==> src/rtl/alu_cc_unit.sv <==
// ----------------------------------------------------------------------------
// alu_cc_unit
//
// This is the LC-3 execute-stage ALU, together with the condition-code and
// branch-enable state.
//
//   Clk     : system clock. All state updates happen on the rising edge.
//   Reset   : synchronous, active-high. Clears NZP and BEN.
//   SR1OUT  : operand A from the register file SR1 port.
//   SR2OUT  : operand B from the register file SR2 port.
//   IR      : instruction register. IR[4:0] holds imm5 and IR[11:9] holds
//             the branch nzp mask.
//   SR2MUX  : 0 selects SR2OUT as B. 1 selects SEXT(IR[4:0]) as B.
//   ALUK    : 00 ADD, 01 AND, 10 NOT A, 11 PASS A.
//   bus     : CPU bus. It is sampled into NZP only when LD_CC is high.
//   LD_CC   : load NZP from the bus.
//   LD_BEN  : load BEN from IR[11:9] and the current NZP.
//   ALU     : combinational ALU result with zero latency.
//   NZP     : registered condition codes {N,Z,P}.
//   BEN     : registered branch enable.
// ----------------------------------------------------------------------------
module alu_cc_unit #(
    parameter int WIDTH = 16
) (
    input  logic             Clk,
    input  logic             Reset,
    input  logic [WIDTH-1:0] SR1OUT,
    input  logic [WIDTH-1:0] SR2OUT,
    input  logic [WIDTH-1:0] IR,
    input  logic             SR2MUX,
    input  logic [1:0]       ALUK,
    input  logic [WIDTH-1:0] bus,
    input  logic             LD_CC,
    input  logic             LD_BEN,
    output logic [WIDTH-1:0] ALU,
    output logic [2:0]       NZP,
    output logic             BEN
);

    logic signed [WIDTH-1:0] opa;
    logic signed [WIDTH-1:0] opb;
    logic signed [WIDTH-1:0] imm5_sext;

    // Classify a bus value into a one-hot {N,Z,P} code.
    function automatic logic [2:0] cc_of(input logic [WIDTH-1:0] v);
        if (v[WIDTH-1])
            cc_of = 3'b100;
        else if (v == '0)
            cc_of = 3'b010;
        else
            cc_of = 3'b001;
    endfunction

    // Perform the ALU operation. The ADD wraps modulo 2^WIDTH because the
    // result width matches the operand width.
    function automatic logic [WIDTH-1:0] alu_op(
        input logic [1:0]              k,
        input logic signed [WIDTH-1:0] a,
        input logic signed [WIDTH-1:0] b
    );
        case (k)
            2'b00:   alu_op = a + b;
            2'b01:   alu_op = a & b;
            2'b10:   alu_op = ~a;
            default: alu_op = a;
        endcase
    endfunction

    // Combinational operand select and ALU
    assign imm5_sext = {{(WIDTH-5){IR[4]}}, IR[4:0]};
    assign opa       = SR1OUT;
    assign opb       = SR2MUX ? imm5_sext : SR2OUT;
    assign ALU       = alu_op(ALUK, opa, opb);

    // Registered condition codes and branch enable. BEN samples the NZP value
    // from before this edge, even when NZP is being loaded on the same edge.
    always_ff @(posedge Clk) begin
        if (Reset) begin
            NZP <= 3'b000;
            BEN <= 1'b0;
        end else begin
            if (LD_CC)
                NZP <= cc_of(bus);
            if (LD_BEN)
                BEN <= |(IR[11:9] & NZP);
        end
    end

endmodule
==> config.mk <==
export PLATFORM = sky130hd
export DESIGN_NAME = alu_cc_unit
export DESIGN_NICKNAME = d
export VERILOG_FILES = /design/src/rtl/alu_cc_unit.sv
export SDC_FILE = /design/constraint.sdc
export NUM_CORES = 1
export LEC_CHECK = 0
export BUFFER_PORTS_ARGS = -buffer_cell sky130_fd_sc_hd__buf_4
export CORE_ASPECT_RATIO = 1.5
export CORE_MARGIN = 2
export CORE_UTILIZATION = 44
export DETAILED_ROUTE_END_ITERATION = 10
export PLACE_DENSITY_LB_ADDON = 0.05
export SLEW_MARGIN = 20
export SYNTH_ARGS = -nofsm -noshare
export SYNTH_HDL_FRONTEND = slang
export SYNTH_SLANG_ARGS = --single-unit
==> constraint.sdc <==
create_clock -name Clk -period 3.92 [get_ports Clk]
set_input_delay 0.588 -clock Clk [delete_from_list [all_inputs] [get_ports Clk]]
set_output_delay 0.588 -clock Clk [all_outputs]
set_load 0.005 [all_outputs]
==> impl_metrics.csv, run 1 <==
group,metric,value,unit
synthesis,synth_top_area_share,13.52,%
critical_path,r2r_start,"NZP[0]$_SDFFE_PP0P_",
drt,drt_iter0_markers,31,
cells_and_area,layout_commonest_cell,"buf_4",
min_path,hold_depth,2,
timing,finalCritPeriodShare,93.68,%
pwr,power.internal,0.2803,mW
drt,viasPerCell,5.503,
critical_path,cp.depth,11,
critical_path,cp.arrival,3.08,ns
critical_path,worst_setup_path_end_kind,"primary output",
global_route,grt_pass1_wl,6.906,mm
clock_network,clk_latency,0.22,ns
timing,worst_pin_slew,0.4499,ns
place,gp_congestion,0.8288,
drt,ant_nets,0,
critical_path,crit_end,"ALU[14]",
synthesis,avgSynthCellArea,7.116,um2
min_path,hold_class,"reg2reg",
timing,post-route-min-period,3.672,ns
timing,fmax,272.3,MHz
status,status,"complete, no violations",
drt,wl_per_cell,12.98,um
critical_path,cp.buffers_inverters,2,
synthesis,synth_adder_area_share,14.88,%
synthesis,synth_xor_area_share,17.75,%
pwr,ir_drop,0.1652,mV
critical_path,cpPeakStageDelay,0.44,ns
timing,finalSetupTns,0,ns
cells_and_area,stdcell_area,2165,um2
pwr,comb_power_share,71.0,%
critical_path,r2r_end,"BEN$_SDFFE_PP0P_",
global_route,antenna_found_initial,0,
floorplanning,die_w,51.36,um
global_route,grt_max_degree,38,
synthesis,syn-num-nets,296,
global_route,first_global_vias,1690,
critical_path,critPathTopFamily,"compound AO/OA/AOI/OAI gates",
critical_path,crit_chain,"buf_4, mux2_2, ha_1, fa_1, a21oi_1, o211ai_1, a21oi_2, o31ai_1, xnor2_1, a221oi_1, buf_4",
synthesis,synth-compound-area-share,36.60,%
pwr,powerDensity,212.2,nW/um2
synthesis,synth_top_family_by_area,"compound AO/OA/AOI/OAI gates",
floorplanning,num_rows,25,
synthesis,synthSimpleGateAreaFrac,13.69,%
cells_and_area,drive_above_1_share,34.51,%
critical_path,worstPathRequired,3.33,ns
critical_path,cp_max_fo,17,
cells_and_area,finalNetCount,374,
timing,holdWs,0.5252,ns
synthesis,ys_seq_elements,4,
floorplanning,dieArea,3853,um2
synthesis,synth-async-reset-ratio,0,%
synthesis,muxShareOfSynthArea,5.072,%
timing,rsz0062_at_grt,"false",
critical_path,rrSetupSlack,2.99,ns
synthesis,synth_area_leaders,"ha_1, xnor2_1, a21oi_1, xor2_1, o21ai_0",
timing,slew_headroom,70.01,%
run,maxCapViolCount,0,
floorplanning,start_util,46.39,%
clock_network,root_buffer,"clkbuf_8",
critical_path,start_kind,"input pin",
global_route,track_usage,22.51,%
synthesis,yosysUniqueCellTypes,40,
cells_and_area,final_cell_mix,"buf_4, a21oi_1, o21ai_0",
pwr,seqPwrFrac,9.6,%
synthesis,synthCells,208,
cells_and_area,syn_to_final_growth,46.24,%
timing,drv_slew,0,
synthesis,synth-main-ff-cell,"dfxtp_1",
clock_network,clockBufferDepth,2,
pwr,p_sw,0.1790,mW
place,port_buffers,82,
synthesis,synth_edf_count,0,
pwr,switching_share,38.97,%
synthesis,yosysWarnings,0,
cells_and_area,diodes,0,
place,hpwl,3.392,mm
critical_path,path_class,"in2out",
floorplanning,die_height,75.04,um
pwr,p_leak,1.055,nW
synthesis,syn_area,1480,um2
clock_network,cts.sinks,4,
clock_network,htreeDepth,1,
floorplanning,core-area,3191,um2
critical_path,cp-startpoint,"SR2MUX",
place,placed_cell_area,2120,um2
clock_network,cts_tree,"yes",
global_route,gr-total-overflow,0,
drt,firstDrtPassIters,4,
clock_network,cts_made_buffers,3,
clock_network,clk_pin_slew,0.04,ns
timing,finClkSkew,0.003370,ns
critical_path,slowest_stage,"fa_1",
timing,final_hold_viol_count,0,
drt,wl,4.207,mm
drt,via_count,1783,
synthesis,yosysTopAreaCell,"ha_1",
pwr,p_clk_share,19.4,%
synthesis,seq_area_frac_synth,5.410,%
critical_path,r2r_cells,2,
critical_path,cpMostUsedCell,"buf_4",
floorplanning,io_pins,91,
timing,setup_viol_count_final,0,
drt,route.detailed.drc,0,
per-layer routing:
metal	GRT usage [%]	part of all wire (%)	routed length [um]
met1	23.79	39	1626
met5	0	0	0
met4	4.386	0.64	27
met3	1.389	3.6	150
met2	47.62	57	2403
worst reg2reg max path, stage by stage, from the launching register on:
cell and delay [ns]:
dfxtp_1 0.32, a222oi_1 0.35, a211oi_1 0.13
worst min-delay path by stage:
| stage | from | end |
|---|---|---|
| floorplan | BEN$_SDFFE_PP0P_ | BEN$_SDFFE_PP0P_ |
| global placement | BEN$_SDFFE_PP0P_ | BEN$_SDFFE_PP0P_ |
| detailed placement | BEN$_SDFFE_PP0P_ | BEN$_SDFFE_PP0P_ |
| CTS | BEN$_SDFFE_PP0P_ | BEN$_SDFFE_PP0P_ |
| global route | NZP[2]$_SDFFE_PP0P_ | NZP[2]$_SDFFE_PP0P_ |
| finish | BEN$_SDFFE_PP0P_ | BEN$_SDFFE_PP0P_ |
cell usage after synthesis (2+ instances only):
master,n
a22oi_1,5
buf_1,3
nor2_1,16
mux2i_1,3
xnor2_1,16
a211oi_1,7
nand2_1,9
inv_1,15
mux2_2,4
and2_1,2
a221oi_1,2
nor2b_1,3
o211ai_1,2
ha_1,16
clkbuf_1,8
a21o_1,4
xor2_1,14
nor4_1,4
dfxtp_1,4
o21a_1,2
o21bai_1,3
o21ai_0,22
a21oi_1,25
nand4_1,3
kinds of logic (layout without fill, tap and decap cells):
group	count (synthesis)	in the layout
AO/OA/AOI/OAI	82	82
AND/OR/NAND/NOR	42	42
XOR/XNOR	30	30
buffers and inverters	26	102
adder cells (fa/ha/maj)	17	17
multiplexers	7	7
flip-flops	4	4
state kept, by name (all words and copies together), names as in the netlist:
name  count
NZP       3
BEN       1
what timing repair did:
item,CTS,global route
hold buffers,0,0
setup endpoints to repair,0,1
endpoints found under the hold margin,0,0
buffers inserted,0,0
resized for setup,0,1
layout make-up:
cell class,instances,area [um2]
Fill cell,317,1026
Timing Repair Buffer,84,630.6
Tap cell,40,50.05
Clock buffer,3,41.29
Multi-Input combinational cell,178,1306
Inverter,15,56.30
Sequential cell,4,80.08
through the flow:
step / total power [mW] / setup WS [ns] / cells / utilization [%]
after floorplan: 0.2438 / 0.4295 / 208 / -
final: 0.4593 / 0.2479 / 324 / 67.84
after CTS: 0.4622 / 0.1598 / 324 / 67.73
after detailed placement: 0.3707 / 0.1644 / 321 / 66.43
after global routing: 0.5009 / 0.0005531 / 324 / 67.84
after global placement: 0.3675 / 0.1975 / 321 / 66.43
power by group through the flow:
stage	Combinational [mW]	Sequential, mW	Clock [mW]
after floorplan	0.199	0.0447	0
after global placement	0.323	0.0447	0
after detailed placement	0.326	0.0448	0
after CTS	0.328	0.0441	0.0902
after global routing	0.362	0.0443	0.0944
final	0.326	0.0442	0.0892
(Power assumes the default switching activity.)
==> run 2, diff against run 1 <==
--- a/config.mk
+++ b/config.mk
@@ -11,2 +11,3 @@
 export CORE_UTILIZATION = 44
+export CTS_CLUSTER_SIZE = 30
 export DETAILED_ROUTE_END_ITERATION = 10
==> constraint.sdc (replaced) <==
create_clock -name Clk -period 3.92 [get_ports Clk]
set_input_delay 0.392 -clock Clk [delete_from_list [all_inputs] [get_ports Clk]]
set_output_delay 0.392 -clock Clk [all_outputs]
set_load 0.005 [all_outputs]
==> run 2 against run 1 <==
  * Sequential share of layout area about the same
  * Non-clock buffer count is 1 lower
  * Setup slack improved by 0.31 ns
  * Global-route usage fell by 0.29 points
  * Sequential power about the same
  * Critical endpoint unchanged
  * Highest routed layer unchanged
==> impl_metrics.csv, run 2 (synthesis results as in run 1) <==
group,metric,value,unit
status,status,"complete, no violations",
timing,finalSetupTns,0,ns
floorplanning,dieArea,3853,um2
drt,route.detailed.drc,0,
cells_and_area,utilization,67.49,%
critical_path,critPathTopFamily,"compound AO/OA/AOI/OAI gates",
timing,setup_viol_count_final,0,
clock_network,ctsResizeCount,0,
floorplanning,start_util,46.39,%
critical_path,start_kind,"input pin",
global_route,grt_max_degree,38,
global_route,first_global_vias,1654,
timing,worst_pin_slew,0.4388,ns
clock_network,cts.sinks,4,
floorplanning,die_w,51.36,um
floorplanning,io_pins,91,
clock_network,cts_made_buffers,3,
drt,wl_met3,178,um
critical_path,worst_setup_path_end_kind,"primary output",
cells_and_area,drive_above_1_share,33.92,%
cells_and_area,layout_commonest_cell,"buf_4",
place,port_buffers,82,
clock_network,clockBufferDepth,2,
timing,slew_headroom,70.75,%
clock_network,clk_pin_slew,0.03,ns
clock_network,cts_tree,"yes",
drt,ant_nets,0,
timing,final_hold_viol_count,0,
cells_and_area,top_register,"NZP",
drt,firstDrtPassIters,4,
timing,post-route-min-period,3.365,ns
critical_path,crit_chain,"buf_4, mux2_2, ha_1, fa_1, a21oi_1, o211ai_1, a21oi_1, o31ai_1, xnor2_1, a221oi_1, buf_4",
cells_and_area,final_cell_mix,"buf_4, a21oi_1, o21ai_0",
timing,fmax,297.2,MHz
global_route,track_usage,22.22,%
drt,route.met2.wl,2.329,mm
cells_and_area,syn_to_final_growth,45.48,%
clock_network,cts_hold_buf,0,
min_path,hold_class,"in2reg",
critical_path,cp.buffers_inverters,2,
timing,finClkSkew,0.0009680,ns
floorplanning,die_height,75.04,um
cells_and_area,diodes,0,
critical_path,cp_max_fo,17,
clock_network,clk_latency,0.22,ns
critical_path,slowest_stage,"fa_1",
pwr,powerDensity,212.3,nW/um2
drt,wl,4.208,mm
clock_network,root_buffer,"clkbuf_8",
critical_path,worstPathRequired,3.53,ns
cells_and_area,largest_reg_flops,3,
pwr,ir_drop,0.2067,mV
cells_and_area,finalNetCount,373,
place,hpwl,3.347,mm
drt,viasPerCell,5.471,
clock_network,cts_setup_buffers,0,
place,gp_congestion,0.8202,
run,maxCapViolCount,0,
drt,drt_iter0_markers,15,
global_route,grt_pass1_wl,6.665,mm
timing,finalCritPeriodShare,85.85,%
critical_path,path_class,"in2out",
drt,routed.top_layer,"met4",
floorplanning,num_rows,25,
cells_and_area,largest_registers,"NZP (3), BEN (1)",
global_route,antenna_found_initial,0,
critical_path,cpPeakStageDelay,0.44,ns
global_route,gr-total-overflow,0,
drt,wl_per_cell,13.03,um
timing,drv_slew,0,
timing,rsz0062_at_grt,"false",
floorplanning,core-area,3191,um2
critical_path,cp.arrival,2.97,ns
clock_network,htreeDepth,1,
drt,wl_met1,1.601,mm
pwr,p_leak,1.050,nW
drt,via_count,1767,
[run 2: cell type report]
type | count | area (um2)
clock buffers | 3 | 41.29
fillers | 323 | 1037
inverters | 15 | 56.30
multi-input cells | 178 | 1303
flip-flops and latches | 4 | 80.08
well taps | 40 | 50.05
repair buffers | 83 | 623.1
[run 2: worst paths after layout]
check                      startpoint  slack [ns]  cells past startpoint                   to
hold reg to reg   NZP[2]$_SDFFE_PP0P_        0.53                      2  NZP[2]$_SDFFE_PP0P_
hold / removal                  Reset        0.36                      2  NZP[1]$_SDFFE_PP0P_
setup reg to reg  NZP[0]$_SDFFE_PP0P_        2.98                      2     BEN$_SDFFE_PP0P_
setup / recovery               SR2MUX        0.55                     11              ALU[14]
[run 2: worst register-to-register path, cell delays in order, from the launching register on]
cell and delay, ns:
dfxtp_1 0.32, a222oi_1 0.36, a211oi_1 0.13
[run 2: per-layer routing]
layer / vias up / GRT usage [%]
met5: - / 0
met3: 11 / 1.786
met1: 789 / 22.71
li1: 911 / -
met2: 56 / 45.02
met4: 0 / 9.649
[run 2: power breakdown]
part           switching (mW)  internal, mW
clock                  0.0241        0.0657
combinational           0.153         0.170
sequential            0.00142        0.0429
total                   0.179         0.279
[run 2: stage by stage]
| stage | hold slack, ns | setup WS (ns) | cells | total power, mW | area [um2] |
|---|---|---|---|---|---|
| 2_1_floorplan | 0.4644 | 0.8215 | 208 | 0.2438 | 1480 |
| 4_1_cts | 0.3633 | 0.5338 | 323 | 0.4606 | 2153 |
| 3_3_place_gp | 0.4906 | 0.5527 | 320 | 0.3653 | 2112 |
| 3_5_place_dp | 0.5148 | 0.5360 | 320 | 0.3690 | 2112 |
| 5_1_grt | 0.3694 | 0.2746 | 323 | 0.4967 | 2153 |
| 6_report | 0.3648 | 0.5548 | 323 | 0.4571 | 2153 |
